File: config.mk
export PLATFORM = sky130hd
export DESIGN_NAME = mem_access_unit
export DESIGN_NICKNAME = d
export VERILOG_FILES = /design/src/rtl/mem_access_unit.sv
export SDC_FILE = /design/constraint.sdc
export NUM_CORES = 1
export LEC_CHECK = 0
export CORE_MARGIN = 4
export CORE_UTILIZATION = 47
export CTS_BUF_LIST = sky130_fd_sc_hd__clkbuf_4 sky130_fd_sc_hd__clkbuf_8
export DETAILED_ROUTE_END_ITERATION = 10
export GPL_ROUTABILITY_DRIVEN = 1
export PLACE_DENSITY = 0.84
export SLEW_MARGIN = 15
export SYNTH_ARGS = -nofsm -noshare
export SYNTH_HDL_FRONTEND = slang
export SYNTH_SLANG_ARGS = --single-unit
File: constraint.sdc
create_clock -name clk -period 5.83 [get_ports clk]
set_input_delay 1.749 -clock clk [delete_from_list [all_inputs] [get_ports clk]]
set_output_delay 1.749 -clock clk [all_outputs]
set_load 0.05 [all_outputs]
File: src/rtl/mem_access_unit.sv
// mem_access_unit: multi-cycle load/store unit between the datapath and data memory.
// It latches a request, runs a dreq/dack handshake with data memory, and places
// the extended load result in the registered mem_int_out.
// Optional feature macro: MISALIGN_TRAP_EN. When it is defined, misaligned halfword
// and word accesses complete at once with misalign_err set. When it is undefined,
// the low address bits are dropped and misalign_err stays 0.
module mem_access_unit #(
    parameter int unsigned ACK_TIMEOUT = 15
) (
    input  logic        clk,
    input  logic        reset,
    input  logic        start,
    input  logic        is_load,
    input  logic        is_store,
    input  logic [2:0]  funct3,
    input  logic [31:0] addr,
    input  logic [31:0] store_data,
    output logic        busy,
    output logic        done,
    output logic [31:0] mem_int_out,
    output logic        timeout_err,
    output logic        misalign_err,
    output logic [31:0] daddr,
    output logic [31:0] dwdata,
    output logic [3:0]  dwe,
    output logic        dreq,
    input  logic [31:0] drdata,
    input  logic        dack
);

    localparam int unsigned CNT_W = (ACK_TIMEOUT > 0) ? $clog2(ACK_TIMEOUT + 1) : 1;

    typedef enum logic [1:0] {
        S_IDLE,
        S_WAIT,
        S_DONE
    } state_t;

    state_t            state_q, state_d;
    logic [CNT_W-1:0]  cnt_q, cnt_d;
    logic [2:0]        funct3_q, funct3_d;
    logic [1:0]        off_q, off_d;
    logic              load_q, load_d;
    logic [31:0]       daddr_q, daddr_d;
    logic [31:0]       dwdata_q, dwdata_d;
    logic [3:0]        dwe_q, dwe_d;
    logic              dreq_q, dreq_d;
    logic [31:0]       mem_q, mem_d;
    logic              tmo_q, tmo_d;
    logic              mis_q, mis_d;
    logic              misaligned_start;

    // Loads accept 000,001,010,100,101; stores accept 000,001,010.
    function automatic logic is_supported(input logic ld, input logic [2:0] f3);
        if (ld)
            return !(f3 == 3'b011 || f3 == 3'b110 || f3 == 3'b111);
        else
            return (f3 < 3'b011);
    endfunction

    function automatic logic [3:0] store_lanes(input logic [2:0] f3, input logic [1:0] off);
        case (f3)
            3'b000:  return 4'b0001 << off;
            3'b001:  return off[1] ? 4'b1100 : 4'b0011;
            3'b010:  return 4'b1111;
            default: return 4'b0000;
        endcase
    endfunction

    function automatic logic [31:0] store_fmt(input logic [2:0] f3, input logic [31:0] sd);
        case (f3)
            3'b000:  return {4{sd[7:0]}};
            3'b001:  return {2{sd[15:0]}};
            3'b010:  return sd;
            default: return 32'h0;
        endcase
    endfunction

    // Halfwords use only off[1]; words ignore the offset entirely.
    function automatic logic [31:0] load_extract(input logic [2:0] f3, input logic [1:0] off,
                                                 input logic [31:0] w);
        logic [7:0]  b;
        logic [15:0] h;
        case (off)
            2'd0:    b = w[7:0];
            2'd1:    b = w[15:8];
            2'd2:    b = w[23:16];
            default: b = w[31:24];
        endcase
        h = off[1] ? w[31:16] : w[15:0];
        case (f3)
            3'b000:  return {{24{b[7]}}, b};
            3'b001:  return {{16{h[15]}}, h};
            3'b010:  return w;
            3'b100:  return {24'h0, b};
            3'b101:  return {16'h0, h};
            default: return 32'h0;
        endcase
    endfunction

`ifdef MISALIGN_TRAP_EN
    assign misaligned_start = ((funct3[1:0] == 2'b01) && addr[0]) ||
                              ((funct3[1:0] == 2'b10) && (addr[1:0] != 2'b00));
`else
    assign misaligned_start = 1'b0;
`endif

    // State and datapath registers; a reset drops dreq at once and discards any pending access.
    always_ff @(posedge clk or posedge reset) begin
        // NOTE: sequential state uses non-blocking assignments so every register
        // samples the pre-edge value of every other register.
        if (reset) begin
            state_q  <= S_IDLE;
            cnt_q    <= '0;
            funct3_q <= 3'b000;
            off_q    <= 2'b00;
            load_q   <= 1'b0;
            daddr_q  <= 32'h0;
            dwdata_q <= 32'h0;
            dwe_q    <= 4'h0;
            dreq_q   <= 1'b0;
            mem_q    <= 32'h0;
            tmo_q    <= 1'b0;
            mis_q    <= 1'b0;
        end else begin
            state_q  <= state_d;
            cnt_q    <= cnt_d;
            funct3_q <= funct3_d;
            off_q    <= off_d;
            load_q   <= load_d;
            daddr_q  <= daddr_d;
            dwdata_q <= dwdata_d;
            dwe_q    <= dwe_d;
            dreq_q   <= dreq_d;
            mem_q    <= mem_d;
            tmo_q    <= tmo_d;
            mis_q    <= mis_d;
        end
    end

    // Next-state and datapath update for the IDLE -> WAIT -> DONE handshake.
    always_comb begin
        // NOTE: every next-state value defaults to its current value first, so no
        // path through the case statement can infer a latch.
        state_d  = state_q;
        cnt_d    = cnt_q;
        funct3_d = funct3_q;
        off_d    = off_q;
        load_d   = load_q;
        daddr_d  = daddr_q;
        dwdata_d = dwdata_q;
        dwe_d    = dwe_q;
        dreq_d   = dreq_q;
        mem_d    = mem_q;
        tmo_d    = tmo_q;
        mis_d    = mis_q;

        case (state_q)
            S_IDLE: begin
                if (start && (is_load ^ is_store)) begin
                    funct3_d = funct3;
                    off_d    = addr[1:0];
                    load_d   = is_load;
                    daddr_d  = {addr[31:2], 2'b00};
                    cnt_d    = '0;
                    tmo_d    = 1'b0;
                    mis_d    = 1'b0;
                    if (!is_supported(is_load, funct3)) begin
                        dwe_d    = 4'h0;
                        dwdata_d = 32'h0;
                        if (is_load)
                            mem_d = 32'h0;
                        state_d = S_DONE;
                    end else if (misaligned_start) begin
                        dwe_d    = 4'h0;
                        dwdata_d = 32'h0;
                        mis_d    = 1'b1;
                        state_d  = S_DONE;
                    end else begin
                        dwe_d    = is_store ? store_lanes(funct3, addr[1:0]) : 4'h0;
                        dwdata_d = is_store ? store_fmt(funct3, store_data) : 32'h0;
                        dreq_d   = 1'b1;
                        state_d  = S_WAIT;
                    end
                end
            end
            S_WAIT: begin
                if (dack) begin
                    if (load_q)
                        mem_d = load_extract(funct3_q, off_q, drdata);
                    dreq_d  = 1'b0;
                    state_d = S_DONE;
                end else begin
                    cnt_d = cnt_q + CNT_W'(1);
                    if ((ACK_TIMEOUT != 0) && (cnt_d == CNT_W'(ACK_TIMEOUT))) begin
                        dreq_d = 1'b0;
                        tmo_d  = 1'b1;
                        if (load_q)
                            mem_d = 32'h0;
                        state_d = S_DONE;
                    end
                end
            end
            S_DONE: begin
                mis_d   = 1'b0;
                state_d = S_IDLE;
            end
            default: state_d = S_IDLE;
        endcase
    end

    assign busy         = (state_q != S_IDLE);
    assign done         = (state_q == S_DONE);
    assign mem_int_out  = mem_q;
    assign timeout_err  = tmo_q;
    assign daddr        = daddr_q;
    assign dwdata       = dwdata_q;
    assign dwe          = dwe_q;
    assign dreq         = dreq_q;
`ifdef MISALIGN_TRAP_EN
    assign misalign_err = mis_q;
`else
    assign misalign_err = 1'b0;
`endif

endmodule

==> results.sh <==
export IMPL_status="complete, no violations"
export IMPL_met2_usage_pct=38.4
export IMPL_synth_distinct_cells=59
export IMPL_die_height_um=119
export IMPL_tns_ps=0
export IMPL_pwr_share_seq_pct=31.7
export IMPL_synth_async_reset_ratio_pct=100
export IMPL_combPwrFrac_pct=56.6
export IMPL_finalHoldViolCount=0
export IMPL_worstHoldPathType="flip-flop to flip-flop"
export IMPL_postCtsSetupBuffers=0
export IMPL_synth_top_cell_area_share_pct=48.0
export IMPL_worst_ir_drop_vdd_mv=0.356
export IMPL_holdBufCountCts=0
export IMPL_initial_detailed_routing_violation_count=521
export IMPL_clkSinkCount=112
export IMPL_power_net_switching_mw=2.05
export IMPL_worst_clock_skew_ps=9.18
export IMPL_power_per_cell_area_mw_per_mm2=520
export IMPL_power_share_clock_pct=11.7
export IMPL_place_hpwl_um=12700
export IMPL_core_area_sq_mm=0.0121
export IMPL_critPathMaxFanout=8
export IMPL_period_needed_ps=3820
export IMPL_worst_pin_slew_ps=1130
export IMPL_synth_seq_cells=112
export IMPL_internal_power_mw=2.20
export IMPL_post_synth_top_count_cell="sky130_fd_sc_hd__dfrtp_1"
export IMPL_n_fill_cell=909
export IMPL_grt_pass1_wl_um=27700
export IMPL_cp_arrival_ps=2070
export IMPL_grt_setup_unrepaired="false"
export IMPL_synth_yosys_seq_area_share_pct=48.0
export IMPL_reg2reg_slack_ps=3190
export IMPL_post_cts_resize_count=0
export IMPL_routed_wl_um=17500
export IMPL_syn_avg_cell_area_sq_um=10.9
export IMPL_antenna_diode_count=0
export IMPL_clk_pin_slew_worst_paths_ps=110
export IMPL_critPathKind="flip-flop to primary output"
export IMPL_globalRouteOverflowTotal=0
export IMPL_pin_count_of_the_biggest_net_entering_global_routing=57
export IMPL_cts_htree_levels=3
export IMPL_crit_path_start_kind="flip-flop"
export IMPL_synth_top_flop_cell="sky130_fd_sc_hd__dfrtp_1"
export IMPL_detailroute_via_count=5107
export IMPL_port_buffer_count=206
export IMPL_initial_core_util_pct=48.4
export IMPL_fraction_of_final_layout_cells_with_drive_strength_greater_than_1_pct=11.0
export IMPL_synthTopCellsByArea="sky130_fd_sc_hd__dfrtp_1, sky130_fd_sc_hd__mux2_2, sky130_fd_sc_hd__mux2i_1"
export IMPL_drv_cap=0
export IMPL_synth_cells_most_frequent="sky130_fd_sc_hd__dfrtp_1, sky130_fd_sc_hd__inv_1, sky130_fd_sc_hd__mux2_2, sky130_fd_sc_hd__o21ai_0, sky130_fd_sc_hd__o211ai_1"
export IMPL_worstSetupEndpointType="primary output"
export IMPL_area_growth_syn_to_layout_pct=39.9
export IMPL_cts_root_buf="sky130_fd_sc_hd__clkbuf_8"
export IMPL_grtUsageTotal_pct=24.1
export IMPL_synthesis_area_sq_mm=0.00583
export IMPL_gr_layer_usage_met3_pct=7.50
export IMPL_top_usage_layer="met2"
export IMPL_syn_inst_count=533
export IMPL_boundaryPins=210
export IMPL_endpoint_required_time_on_the_critical_path_ps=4080
export IMPL_synth_area_leader_cell="sky130_fd_sc_hd__dfrtp_1"
export IMPL_die_area_sq_mm=0.0143
export IMPL_ys_warnings_count=0
export IMPL_drt_wirelength_per_cell_um=19.6
export IMPL_gp_congestion=0.905
export IMPL_number_of_enable_flip_flop_cells_after_synthesis=0
export IMPL_antenna_found_initial=0
export IMPL_placement_rows=40
export IMPL_first_pass_iters=7
export IMPL_grt_pass1_vias=5306
export IMPL_timing_fmax_mhz=262
export IMPL_cts_inserted_buffers=9
export IMPL_setup_viol=0
export IMPL_clk_insertion_delay_late_ps=370
export IMPL_slew_violations=0
export IMPL_maxSlewHeadroom_pct=24.7
export IMPL_max_clock_path_buffers=2
export IMPL_remaining_drc_errors=0
export IMPL_switching_share_pct=48.2
export IMPL_ant_nets=0
export IMPL_met1_usage_pct=31.2
export IMPL_tritoncts="done"
export IMPL_static_power_due_to_leakage_nw=3.46
export IMPL_fp_dieW_um=119
export IMPL_fin_util_pct=67.7
export IMPL_whs_ps=495
export IMPL_detail_route_vias_per_cell=5.72
export IMPL_layout_nets=827
export IMPL_fin_crit_sh_pct=65.6
## placed cells by master (no fill, tap or decap), types with 9 or more instances in the layout
cell	count
sky130_fd_sc_hd__clkbuf_8	10
sky130_fd_sc_hd__dfrtp_1	112
sky130_fd_sc_hd__mux2_2	37
sky130_fd_sc_hd__o2bb2ai_1	16
sky130_fd_sc_hd__and2_1	9
sky130_fd_sc_hd__nor2_1	16
sky130_fd_sc_hd__nor2b_1	14
sky130_fd_sc_hd__clkdlybuf4s50_1	206
sky130_fd_sc_hd__o211ai_1	32
sky130_fd_sc_hd__nand2_1	26
sky130_fd_sc_hd__a21oi_1	23
sky130_fd_sc_hd__a22o_1	24
sky130_fd_sc_hd__inv_1	37
sky130_fd_sc_hd__a22oi_1	20
sky130_fd_sc_hd__mux2i_1	25
sky130_fd_sc_hd__o21ai_0	37
## flip-flops by register name, summed over array words and instances, names as in the netlist
signal / cells
cnt_q: 4
dreq: 1
mem_int_out: 32
load_q: 1
off_q: 2
timeout_err: 1
dwdata: 32
funct3_q: 3
daddr: 30
state_q: 2
dwe: 4
## power by group through the flow
stage	Clock, mW	Sequential, mW	Combinational [mW]
after global routing	0.537	1.38	2.53
after global placement	0	1.33	2.36
after floorplan	0	2.10	0.869
after CTS	0.507	1.34	2.41
final	0.496	1.34	2.40
after detailed placement	0	1.35	2.41
## metrics by stage
stage / instances / power (mW) / area (sq um) / setup slack, ps
after CTS: 893 / 4.26 / 8160 / 1990
after global routing: 893 / 4.45 / 8160 / 1860
final: 893 / 4.24 / 8160 / 2010
after detailed placement: 877 / 3.76 / 7960 / 1640
after floorplan: 535 / 2.97 / 5840 / 1120
after global placement: 877 / 3.69 / 7960 / 1760
## logic make-up (layout without fill, tap and decap cells)
kind of cell	Yosys count	in the layout	share of synthesized area [%]
AOI/OAI and AO/OA	186	186	24.0
DFF	112	112	48.0
and+or+nand+nor	89	89	8.90
buffers and inverters	77	267	6.18
muxes	64	64	12.0
adders and majority gates	2	2	0.429
xor gates and xnor gates	2	2	0.429
other	1	3	0.0643
## metal layers
| layer | vias to the layer above | wire (um) |
|---|---|---|
| met1 | 2480 | 7080 |
| met2 | 264 | 8230 |
| li1 | 2328 | - |
| met5 | - | 0 |
| met4 | 0 | 466 |
| met3 | 35 | 1710 |
## area by class of cell
type                       instances  area (sq um)  share of cell area (%)
sequential                       112          2800                    34.3
multi-input combinational        346          2680                    32.9
timing repair buffer             213          2110                    25.9
tap                              168           210                    2.57
clock buffer                      11           145                    1.78
inverter                          38           145                    1.78
clock inverter                     5          63.8                   0.782
## path summary, 6_finish.rpt
check                                start              end  depth (start not counted)
worst max register to register    off_q[1]  mem_int_out[20]                          4
worst min register to register      dwe[2]           dwe[2]                          1
worst max-delay path            state_q[0]             busy                          3
max in group asynchronous            reset        dwdata[7]                          3
worst min-delay path                dwe[2]           dwe[2]                          1
min in group asynchronous            reset  mem_int_out[31]                          2
## worst max-delay path: stages, from the launching register on
cell                              delay, ps
sky130_fd_sc_hd__dfrtp_1                500
sky130_fd_sc_hd__nor2_1                 370
sky130_fd_sc_hd__inv_1                  110
sky130_fd_sc_hd__clkdlybuf4s50_1        730
Power figures use the tool's default switching activity.
